<file path="src/rtl/reg_dump_if.sv">
// Register-file read port plus the outbound byte stream of the dump engine.
// master = dump engine, slave = register file / stream sink side.
interface reg_dump_if;
   logic [3:0] rd_sel;
   logic [7:0] rd_data;
   logic [7:0] out_data;
   logic       out_valid;
   logic       out_ready;

   modport master (
      output rd_sel,
      output out_data,
      output out_valid,
      input  rd_data,
      input  out_ready
   );

   modport slave (
      input  rd_sel,
      input  out_data,
      input  out_valid,
      output rd_data,
      output out_ready
   );
endinterface

</file>
<file path="src/rtl/reg_dump_tx.sv">
// Register-file dump engine: walks the read select from 0 to NUM_REGS-1 and
// emits one packet (header, data bytes, 8-bit wrapping checksum of the data)
// on a valid/ready byte stream. All outputs come straight from flops.
//
// state | meaning
// ------+----------------------------------------------------------
// IDLE  | waiting for start
// HDR   | presenting the header byte
// FETCH | sampling rd_data for rd_sel = index, accumulating checksum
// SEND  | presenting the captured data byte
// CSUM  | presenting the checksum byte
// DONE  | one-cycle done pulse, back to IDLE
module reg_dump_tx #(
   parameter int         NUM_REGS = 16,
   parameter logic [7:0] HEADER   = 8'hA5
) (
   input  logic         clk,
   input  logic         rst,
   input  logic         start,
   reg_dump_if.master   bus,
   output logic         busy,
   output logic         done
);

   typedef enum logic [2:0] {
      S_IDLE,
      S_HDR,
      S_FETCH,
      S_SEND,
      S_CSUM,
      S_DONE
   } state_t;

   // Terminal index; the index never wraps because it stops here.
   localparam logic [3:0] LAST = 4'(NUM_REGS - 1);

   state_t     state, state_nx;
   logic [3:0] index, index_nx;
   logic [7:0] checksum, csum_nx;
   logic [7:0] data_q, data_nx;
   logic       valid_q;

   assign bus.rd_sel    = index;
   assign bus.out_data  = data_q;
   assign bus.out_valid = valid_q;

   // State, datapath and registered outputs; outputs decode the next state so
   // they line up with the state they describe.
   always_ff @(posedge clk or posedge rst) begin
      if (rst) begin
         state    <= S_IDLE;
         index    <= 4'd0;
         checksum <= 8'd0;
         data_q   <= 8'd0;
         valid_q  <= 1'b0;
         busy     <= 1'b0;
         done     <= 1'b0;
      end else begin
         state    <= state_nx;
         index    <= index_nx;
         checksum <= csum_nx;
         data_q   <= data_nx;
         valid_q  <= (state_nx == S_HDR) || (state_nx == S_SEND) || (state_nx == S_CSUM);
         busy     <= (state_nx == S_HDR) || (state_nx == S_FETCH) ||
                     (state_nx == S_SEND) || (state_nx == S_CSUM);
         done     <= (state_nx == S_DONE);
      end
   end

   // Next-state and datapath updates; a byte only advances on a transfer, so
   // out_data/out_valid hold while the sink stalls.
   always_comb begin
      state_nx = state;
      index_nx = index;
      csum_nx  = checksum;
      data_nx  = data_q;
      unique case (state)
         S_IDLE: begin
            if (start) begin
               index_nx = 4'd0;
               csum_nx  = 8'd0;
               data_nx  = HEADER;
               state_nx = S_HDR;
            end
         end
         S_HDR: begin
            if (bus.out_ready) state_nx = S_FETCH;
         end
         S_FETCH: begin
            data_nx  = bus.rd_data;
            csum_nx  = checksum + bus.rd_data;
            state_nx = S_SEND;
         end
         S_SEND: begin
            if (bus.out_ready) begin
               if (index == LAST) begin
                  data_nx  = checksum;
                  state_nx = S_CSUM;
               end else begin
                  index_nx = index + 4'd1;
                  state_nx = S_FETCH;
               end
            end
         end
         S_CSUM: begin
            if (bus.out_ready) state_nx = S_DONE;
         end
         S_DONE: begin
            state_nx = S_IDLE;
         end
         default: begin
            state_nx = S_IDLE;
         end
      endcase
   end

endmodule

</file>
<file path="src/flat_wrapper.sv">
// flat-port wrapper written by rule: the top's interface ports become plain ports
module reg_dump_tx_flat 
#(
   parameter int         NUM_REGS = 16,
   parameter logic [7:0] HEADER   = 8'hA5
)
  (clk, rst, start, busy, done, bus_rd_sel, bus_out_data, bus_out_valid, bus_rd_data, bus_out_ready);
  reg_dump_if bus_i ();
  input  logic clk;
  input  logic rst;
  input  logic start;
  output logic busy;
  output logic done;
  output wire logic [$bits(bus_i.rd_sel)-1:0] bus_rd_sel;
  output wire logic [$bits(bus_i.out_data)-1:0] bus_out_data;
  output wire logic [$bits(bus_i.out_valid)-1:0] bus_out_valid;
  input wire logic [$bits(bus_i.rd_data)-1:0] bus_rd_data;
  input wire logic [$bits(bus_i.out_ready)-1:0] bus_out_ready;
  assign bus_rd_sel = bus_i.rd_sel;
  assign bus_out_data = bus_i.out_data;
  assign bus_out_valid = bus_i.out_valid;
  assign bus_i.rd_data = bus_rd_data;
  assign bus_i.out_ready = bus_out_ready;
  reg_dump_tx #(.NUM_REGS(NUM_REGS), .HEADER(HEADER)) u_core (.clk(clk), .rst(rst), .start(start), .bus(bus_i), .busy(busy), .done(done));
endmodule
</file>
<file path="config.mk">
export PLATFORM = sky130hd
export DESIGN_NAME = reg_dump_tx_flat
export DESIGN_NICKNAME = d
export VERILOG_FILES = /design/src/rtl/reg_dump_if.sv /design/src/rtl/reg_dump_tx.sv /design/src/flat_wrapper.sv
export SDC_FILE = /design/constraint.sdc
export NUM_CORES = 1
export LEC_CHECK = 0
export ABC_AREA = 1
export CAP_MARGIN = 5
export CORE_ASPECT_RATIO = 0.7
export CORE_MARGIN = 2
export CORE_UTILIZATION = 50
export CTS_BUF_LIST = sky130_fd_sc_hd__clkbuf_8
export CTS_CLUSTER_DIAMETER = 30
export DETAILED_ROUTE_END_ITERATION = 6
export GPL_TIMING_DRIVEN = 0
export HOLD_SLACK_MARGIN = 0.06
export PLACE_DENSITY = 0.82
export SLEW_MARGIN = 15
export SYNTH_ARGS = -nofsm -noshare
export SYNTH_HDL_FRONTEND = slang
export SYNTH_SLANG_ARGS = --single-unit
</file>
<file path="constraint.sdc">
create_clock -name clk -period 1.9 [get_ports clk]
set_input_delay 0.38 -clock clk [delete_from_list [all_inputs] [get_ports clk]]
set_output_delay 0.38 -clock clk [all_outputs]
set_load 0.01 [all_outputs]
</file>
==> flow_summary.yaml, run 1 <==
status:
  status: "finished, final reports clean"
synth:
  synth_seq_area_share_pct: 39.8
  syn_area_mm2: 0.00164
  yosys.area_share.simple_pct: 33.5
  synthesis.nets: 233
  avgSynthCellArea_um2: 7.71
  synth-xor-area-share_pct: 1.61
  synth_top_area_share_pct: 39.8
  ys_ff_latch: 26
  synthAdderAreaFrac_pct: 7.35
  synth_top_cell_by_area: "dfrtp_1"
  ys_warn_count: 0
  synth_top_family_by_area: "simple AND/OR/NAND/NOR gates"
  synth-compound-area-share_pct: 10.1
  ys_types: 31
  synth.area.mux_share_pct: 0
  synthTopCellsByArea: "dfrtp_1, nand2_1, ha_1, nand3_1, inv_1"
  postSynthCellCount: 212
place:
  place_ws_ns: -0.309
  port_buffers: 26
  routabilityCongestion: 0.830
  post-dp-hpwl_um: 2570
  detailed_place.area_mm2: 0.00194
global_route:
  grtUsageTotal_pct: 20.9
  grt_pass1_vias: 1341
  use_met2_pct: 32.4
  grt-busiest-layer: "met2"
  antenna_found_initial: 0
  use_met3_pct: 5.43
  grt_pass1_wl_um: 6020
  grt_max_degree: 27
  overflow: 0
  grt_use_met1_pct: 30.0
final_layout:
  fin_util_pct: 64.5
  fin_nets: 264
  final_cell_mix: "nand2_1, clkdlybuf4s50_1, dfrtp_1"
  drive_gt1_share_pct: 12.0
  area_growth_pct: 23.3
  final_common_cell: "nand2_1"
  stdcell_area_mm2: 0.00202
  antenna_cells: 0
setup_path:
  crit_path_start_kind: "input pin"
  crit_type: "in2reg"
  critPathLaunch: "bus_rd_data[0]"
  crit_path_end_kind: "flop"
  crit_arrival_ns: 2.03
  reg2reg_from: "u_core.checksum[0]"
  crit_fanout: 4
  critical_path_required_ns: 2.07
power:
  cellPowerDensity_mw_per_mm2: 1460
  p_leak_nw: 1.04
  ir_worst_vdd_mv: 0.895
die:
  design.core.area_mm2: 0.00313
  dieArea_mm2: 0.00375
  num_io_pins: 27
  num_rows: 17
  start_util_pct: 52.3
  die_h_um: 51.9
  die_x_um: 72.4
clock_network:
  root_buffer: "clkbuf_8"
  cts_resized: 1
  post_cts.repair.setup_buffers: 0
  clockBufferDepth: 2
  numCtsBuffers: 3
  cts.sinks: 26
  htreeDepth: 1
  cts_tree: "yes"
  cts_hold_buffers: 0
  cts.clk_slew.worst_paths_ns: 0.10
  clk_latency_ns: 0.28
flow_run:
  maxCapViolCount: 0
timing:
  slew_viol_final: 0
  rsz0062_at_grt: "no"
  finalCritPeriodShare_pct: 98.0
  hold_viol_final: 0
  maxSlewHeadroom_pct: 36.5
  fmax_ghz: 0.537
  setup_tns_ns: 0
  setup_viol: 0
  setup_slack_ns: 0.0378
  fin_crit_ns: 1.86
  tightest_slew_ns: 0.947
  clock_skew_ns: 0.00873
routing:
  via_per_inst: 5.15
  first_pass_iters: 4
  num_vias: 1442
  detail-route-antenna-nets: 0
  routed_wl_um: 3440
  drcViolationCount: 0
  drt_iter0_drc: 64
  wl_per_cell_um: 12.3
hold_path:
  hold_start: "u_core.bus.out_data[0]"
  hold_path.class: "reg2reg"
==> layout make-up <==
class                      instances  area [um2]
sequential                        26         651
buffer                             4        41.3
timing repair buffer              26         260
clock inverter                     1        30.0
inverter                          21        83.8
fill                             287        1110
clock buffer                       3        41.3
tap                               38        47.5
multi-input combinational        161         862
==> path summary, 6_finish.rpt <==
path / depth (start not counted) / slack (ns) / end
max: 5 / 0.04 / u_core.checksum[2]
min: 2 / 0.49 / u_core.bus.out_data[0]
max reg2reg: 4 / 0.19 / u_core.checksum[2]
min reg2reg: 2 / 0.49 / u_core.bus.out_data[0]
max in group asynchronous: 2 / 0.95 / u_core.checksum[3]
min in group asynchronous: 2 / 0.50 / u_core.bus.out_data[0]
==> cells in the mapped netlist (all sizes together) <==
| cell | number |
|---|---|
| nand2 | 88 |
| dfrtp | 26 |
| inv | 21 |
| nand3 | 17 |
| nor2 | 12 |
| o21ai | 12 |
| a21oi | 9 |
| ha | 8 |
| buf | 4 |
| xor2 | 3 |
| a22o | 2 |
| nor3 | 2 |
| a31oi | 1 |
| a32o | 1 |
| fa | 1 |
| nand3b | 1 |
| nand4 | 1 |
| nor4 | 1 |
| o21bai | 1 |
| or2 | 1 |
==> registers in the layout, summed over array words and instances (netlist names) <==
name and flops:
u_core.bus.out_data 8, u_core.checksum 8, u_core.busy 1, u_core.bus.out_valid 1
u_core.done 1, u_core.bus.rd_sel 4, u_core.state 3
==> stage by stage <==
step	instances	hold slack (ns)	total power, mW
after floorplan	212	0.420	1.97
after global placement	276	0.464	2.42
after detailed placement	276	0.464	2.47
after CTS	280	0.489	2.95
after global routing	280	0.513	3.20
final	280	0.492	2.94
==> report_power, final <==
part	total (mW)	leakage (nW)	switching, mW	internal (mW)
logic	1.53	0.681	0.851	0.682
clock network	0.462	0.0357	0.180	0.282
registers	0.942	0.326	0.178	0.764
total	2.94	1.04	1.21	1.73
==> critical path, stage by stage <==
cell             delay, ns
clkdlybuf4s50_1       0.44
ha_1                  0.26
fa_2                  0.39
or2_2                 0.31
a32o_1                0.25
==> logic make-up (layout without fill, tap and decap cells) <==
kind of cell,after synthesis,count (layout)
AND/OR/NAND/NOR,123,123
AO/OA/AOI/OAI,26,26
flip-flops,26,26
buffers and inverters,25,55
adder cells (fa/ha/maj),9,9
XOR/XNOR,3,3
==> layer usage <==
metal	vias up	wire, um	part of all wire [%]
li1	742	-	-
met1	657	1750	51
met2	41	1470	43
met3	2	199	5.8
met4	0	12	0.35
met5	-	0	0
Note: power is estimated with default switching activity, not from simulation.
==> run 2: changes to the inputs <==
- SETUP_SLACK_MARGIN: not set -> 0.1
==> run 2 against run 1 <==
  * Sequential power increased by 0.5%
  * Wire length rose by 0.26%
  * Clock skew grew 0.0011 ns
  * Core utilization is 0.60 points higher
  * First-iteration DRC count rose by 30%
  * Die area is the same
  * Total power increased by 0.73%
  * Non-clock buffer count grew 1
  * Maximum frequency is 9.1% higher
  * Final cell count rose by 0.36%
==> flow_summary.yaml, run 2 (same netlist as run 1, synthesis figures left out) <==
timing:
  slew_viol_final: 0
  rsz0062_at_grt: "no"
  fmax_ghz: 0.586
  clock_skew_ns: 0.00981
  fin_crit_ns: 1.71
  maxSlewHeadroom_pct: 36.3
  tightest_slew_ns: 0.949
  finalCritPeriodShare_pct: 89.8
  hold_viol_final: 0
  setup_viol: 0
routing:
  routed_wl_um: 3450
  detail-route-antenna-nets: 0
  first_pass_iters: 4
  drt_iter0_drc: 83
  wl_per_cell_um: 12.3
  drcViolationCount: 0
  num_vias: 1442
  via_per_inst: 5.13
setup_path:
  crit_path_end_kind: "flop"
  crit_path_start_kind: "input pin"
  critical_path_required_ns: 2.07
  crit_fanout: 4
  crit_type: "in2reg"
  crit_arrival_ns: 1.88
global_route:
  overflow: 0
  grt_max_degree: 27
  antenna_found_initial: 0
  grt_pass1_wl_um: 6050
  grtUsageTotal_pct: 21.1
  grt_pass1_vias: 1352
final_layout:
  area_growth_pct: 24.5
  multiInputGateArea_um2: 875
  fill_cells: 284
  final_cell_mix: "nand2_1, dfrtp_1, clkdlybuf4s50_1"
  instances_no_fill: 281
  antenna_cells: 0
  final_common_cell: "nand2_1"
  seq_area_um2: 651
  drive_gt1_share_pct: 12.8
  fin_nets: 265
die:
  num_io_pins: 27
  start_util_pct: 52.3
  dieArea_mm2: 0.00375
  die_x_um: 72.4
  die_h_um: 51.9
  num_rows: 17
  design.core.area_mm2: 0.00313
flow_run:
  maxCapViolCount: 0
place:
  dp_cells: 276
  port_buffers: 26
  routabilityCongestion: 0.830
  post-dp-hpwl_um: 2570
clock_network:
  numCtsBuffers: 3
  clk_latency_ns: 0.27
  cts_tree: "yes"
  clockBufferDepth: 2
  htreeDepth: 1
  root_buffer: "clkbuf_8"
  cts.clk_slew.worst_paths_ns: 0.10
  cts.sinks: 26
power:
  p_leak_nw: 1.05
  p_switching_mw: 1.22
  ir_worst_vdd_mv: 0.888
  intPower_mw: 1.74
  total_power_mw: 2.96
  sw_frac_of_total_pct: 41.1
  pwr-share-seq_pct: 32.0
  cellPowerDensity_mw_per_mm2: 1450
  p_comb_share_pct: 52.4
  pwr-share-clk_pct: 15.6
status:
  status: "finished, final reports clean"
hold_path:
  hold_path.class: "reg2reg"
[run 2: worst paths after layout]
| path | start | to | slack [ns] | depth (start not counted) |
|---|---|---|---|---|
| worst max-delay path | bus_rd_data[1] | u_core.checksum[2] | 0.19 | 4 |
| worst min-delay path | u_core.bus.out_data[4] | u_core.bus.out_data[4] | 0.48 | 2 |
| worst max register to register | u_core.checksum[0] | u_core.checksum[2] | 0.21 | 4 |
| worst min register to register | u_core.bus.out_data[4] | u_core.bus.out_data[4] | 0.48 | 2 |
| max in group asynchronous | rst | u_core.bus.rd_sel[2] | 0.95 | 2 |
| min in group asynchronous | rst | u_core.bus.out_data[0] | 0.50 | 2 |
[run 2: worst max-delay path, cell delays in order]
cell and delay (ns):
clkdlybuf4s50_1 0.48, fa_2 0.45, or2_2 0.31, a32o_1 0.25
[run 2: routing by layer]
metal / vias up / routed length [um] / GRT usage (%)
met4: 0 / 12 / 3.14
met5: - / 0 / 0
met3: 2 / 176 / 5.43
li1: 744 / - / -
met1: 657 / 1780 / 30.3
met2: 39 / 1470 / 32.7
[run 2: repair_timing]
item,4_1_cts,5_1_grt
buffers inserted,1,0
hold buffers,0,0
setup endpoints to repair,2,0
resized for setup,4,0
[run 2: cell type report]
type | count | area share [%]
plain buffers | 4 | 2.03
repair buffers | 27 | 13.1
multi-input cells | 161 | 43.0
well taps | 38 | 2.34
clock inverters | 1 | 1.48
flip-flops and latches | 26 | 32.0
inverters | 21 | 4.12
clock buffers | 3 | 2.03
[run 2: per-stage QoR]
stage | TNS [ns] | cell area, um2 | hold WS, ns | util (%) | setup WS (ns)
floorplan | 0 | 1640 | 0.420 | - | 0.265
global placement | -0.493 | 1940 | 0.464 | 62.1 | -0.281
detailed placement | -0.631 | 1940 | 0.464 | 62.1 | -0.309
CTS | 0 | 2040 | 0.489 | 65.1 | 0.200
global route | 0 | 2040 | 0.513 | 65.1 | 0.140
finish | 0 | 2040 | 0.484 | 65.1 | 0.194
[run 2: power by group through the flow]
stage / sequential, mW / clock (mW) / combinational, mW
2_1_floorplan: 0.978 / 0 / 0.997
3_3_place_gp: 0.941 / 0 / 1.48
3_5_place_dp: 0.950 / 0 / 1.52
4_1_cts: 0.944 / 0.471 / 1.55
5_1_grt: 0.971 / 0.490 / 1.77
6_report: 0.947 / 0.461 / 1.55
==> run 3: changes to the inputs <==
- CAP_MARGIN: 5 -> not set
- CORE_ASPECT_RATIO: 0.7 -> not set
- CORE_MARGIN: 2 -> not set
==> run 3 against run 2 <==
  * Maximum frequency up 1.1%
  * Die area is 6.6% lower
  * Worst hold slack got worse by 0.0058 ns
==> flow_summary.yaml, run 3 (same netlist as run 1, synthesis figures left out) <==
final_layout:
  area_growth_pct: 23.3
  final_cell_mix: "nand2_1, dfrtp_1, clkdlybuf4s50_1"
  fin_nets: 265
  antenna_cells: 0
  final_common_cell: "nand2_1"
  multiInputGateArea_um2: 875
  drive_gt1_share_pct: 12.4
  stdcell_area_mm2: 0.00202
  fill_cells: 271
  fin_util_pct: 65.5
  instances_no_fill: 286
  seq_area_um2: 651
setup_path:
  crit_path_end_kind: "flop"
  crit_slowest_cell: "clkdlybuf4s50_1"
  crit_arrival_ns: 1.85
  crit_fanout: 4
  crit_path_start_kind: "input pin"
  critical_path_required_ns: 2.07
  crit_type: "in2reg"
  crit_chain: "clkdlybuf4s50_1 > fa_2 > or2_2 > a32o_1"
  critical-path-max-stage-delay_ns: 0.49
clock_network:
  htreeDepth: 1
  cts.clk_slew.worst_paths_ns: 0.09
  numCtsBuffers: 3
  root_buffer: "clkbuf_8"
  cts.sinks: 26
  clk_latency_ns: 0.27
  cts_tree: "yes"
  clockBufferDepth: 2
die:
  num_rows: 20
  num_io_pins: 27
  die_h_um: 59.2
  design.core.area_mm2: 0.00308
  die_x_um: 59.2
  dieArea_mm2: 0.00350
  start_util_pct: 53.1
timing:
  fin_crit_ns: 1.69
  rsz0062_at_grt: "no"
  fmax_ghz: 0.592
  tightest_slew_ns: 0.981
  slew_viol_final: 0
  finalCritPeriodShare_pct: 88.8
  clock_skew_ns: 0.00202
  maxSlewHeadroom_pct: 34.5
  setup_viol: 0
  setup_slack_ns: 0.212
  hold-worst-slack_ns: 0.479
  hold_viol_final: 0
routing:
  drt_iter0_drc: 99
  detail-route-antenna-nets: 0
  num_vias: 1420
  via_per_inst: 4.97
  drcViolationCount: 0
  wl_per_cell_um: 11.9
  routed_wl_um: 3410
  first_pass_iters: 4
global_route:
  grt_pass1_wl_um: 5840
  grt_max_degree: 27
  overflow: 0
  grtUsageTotal_pct: 22.1
  grt_pass1_vias: 1364
  antenna_found_initial: 0
power:
  p_leak_nw: 1.05
  cellPowerDensity_mw_per_mm2: 1390
  ir_worst_vdd_mv: 0.554
place:
  place_ws_ns: -0.286
  dp_cells: 282
  detailed_place.area_mm2: 0.00195
  port_buffers: 26
  routabilityCongestion: 0.863
  post-dp-hpwl_um: 2580
status:
  status: "finished, final reports clean"
hold_path:
  hold_path.class: "reg2reg"
flow_run:
  maxCapViolCount: 0
[run 3: changes by cell type in the layout (fill, tap and decap cells not counted), sizes merged]
| cell | delta |
|---|---|
| clkinv | -1 |
| inv | +1 |
| dlygate4sd2 | -1 |
| bufinv | -1 |
| dlymetal6s2s | +1 |
[run 3: routing by layer]
| layer | routed length [um] | vias to the layer above | part of all wire (%) | GRT usage (%) |
|---|---|---|---|---|
| li1 | - | 741 | - | - |
| met2 | 1640 | 37 | 48 | 36.0 |
| met1 | 1580 | 636 | 46 | 29.6 |
| met3 | 132 | 6 | 3.9 | 3.49 |
| met4 | 54 | 0 | 1.6 | 8.50 |
| met5 | 0 | - | 0 | 0 |
[run 3: critical path, delay by kind of cell]
kind | cells | cell delay [ns]
buffers and inverters | 1 | 0.49
AND/OR/NAND/NOR | 1 | 0.30
AO/OA/AOI/OAI | 1 | 0.24
adder cells (fa/ha/maj) | 1 | 0.44
[run 3: layout make-up]
class / count / share of cell area [%]
Sequential cell: 26 / 32.3
Inverter: 21 / 4.16
Clock buffer: 3 / 2.05
Tap cell: 44 / 2.73
Timing Repair Buffer: 27 / 13.4
Multi-Input combinational cell: 161 / 43.4
Buffer: 4 / 2.05
[run 3: final timing paths]
path | start | to | slack, ns | depth (start not counted)
worst max-delay path | bus_rd_data[1] | u_core.checksum[2] | 0.21 | 4
worst min-delay path | u_core.bus.out_data[1] | u_core.bus.out_data[1] | 0.48 | 2
worst max register to register | u_core.checksum[0] | u_core.checksum[2] | 0.22 | 4
worst min register to register | u_core.bus.out_data[1] | u_core.bus.out_data[1] | 0.48 | 2
max in group asynchronous | rst | u_core.checksum[1] | 0.67 | 2
min in group asynchronous | rst | u_core.bus.rd_sel[2] | 0.64 | 2
[run 3: what timing repair did]
item	4_1_cts	5_1_grt
endpoints found under the setup margin	1	1
gates resized for setup	2	2
hold buffers	0	0
pin swaps	1	1
setup buffers	1	0
cloned	0	0
[run 3: stage by stage]
step / setup TNS (ns) / total power [mW]
6_report: 0 / 2.80
5_1_grt: 0 / 3.06
4_1_cts: 0 / 2.80
3_5_place_dp: -0.525 / 2.47
3_3_place_gp: -0.473 / 2.41
2_1_floorplan: 0 / 1.97
[run 3: power breakdown]
| group | switching (mW) | internal, mW | leakage, nW |
|---|---|---|---|
| Clock | 0.171 | 0.142 | 0.0216 |
| Sequential | 0.190 | 0.764 | 0.326 |
| Combinational | 0.840 | 0.698 | 0.699 |
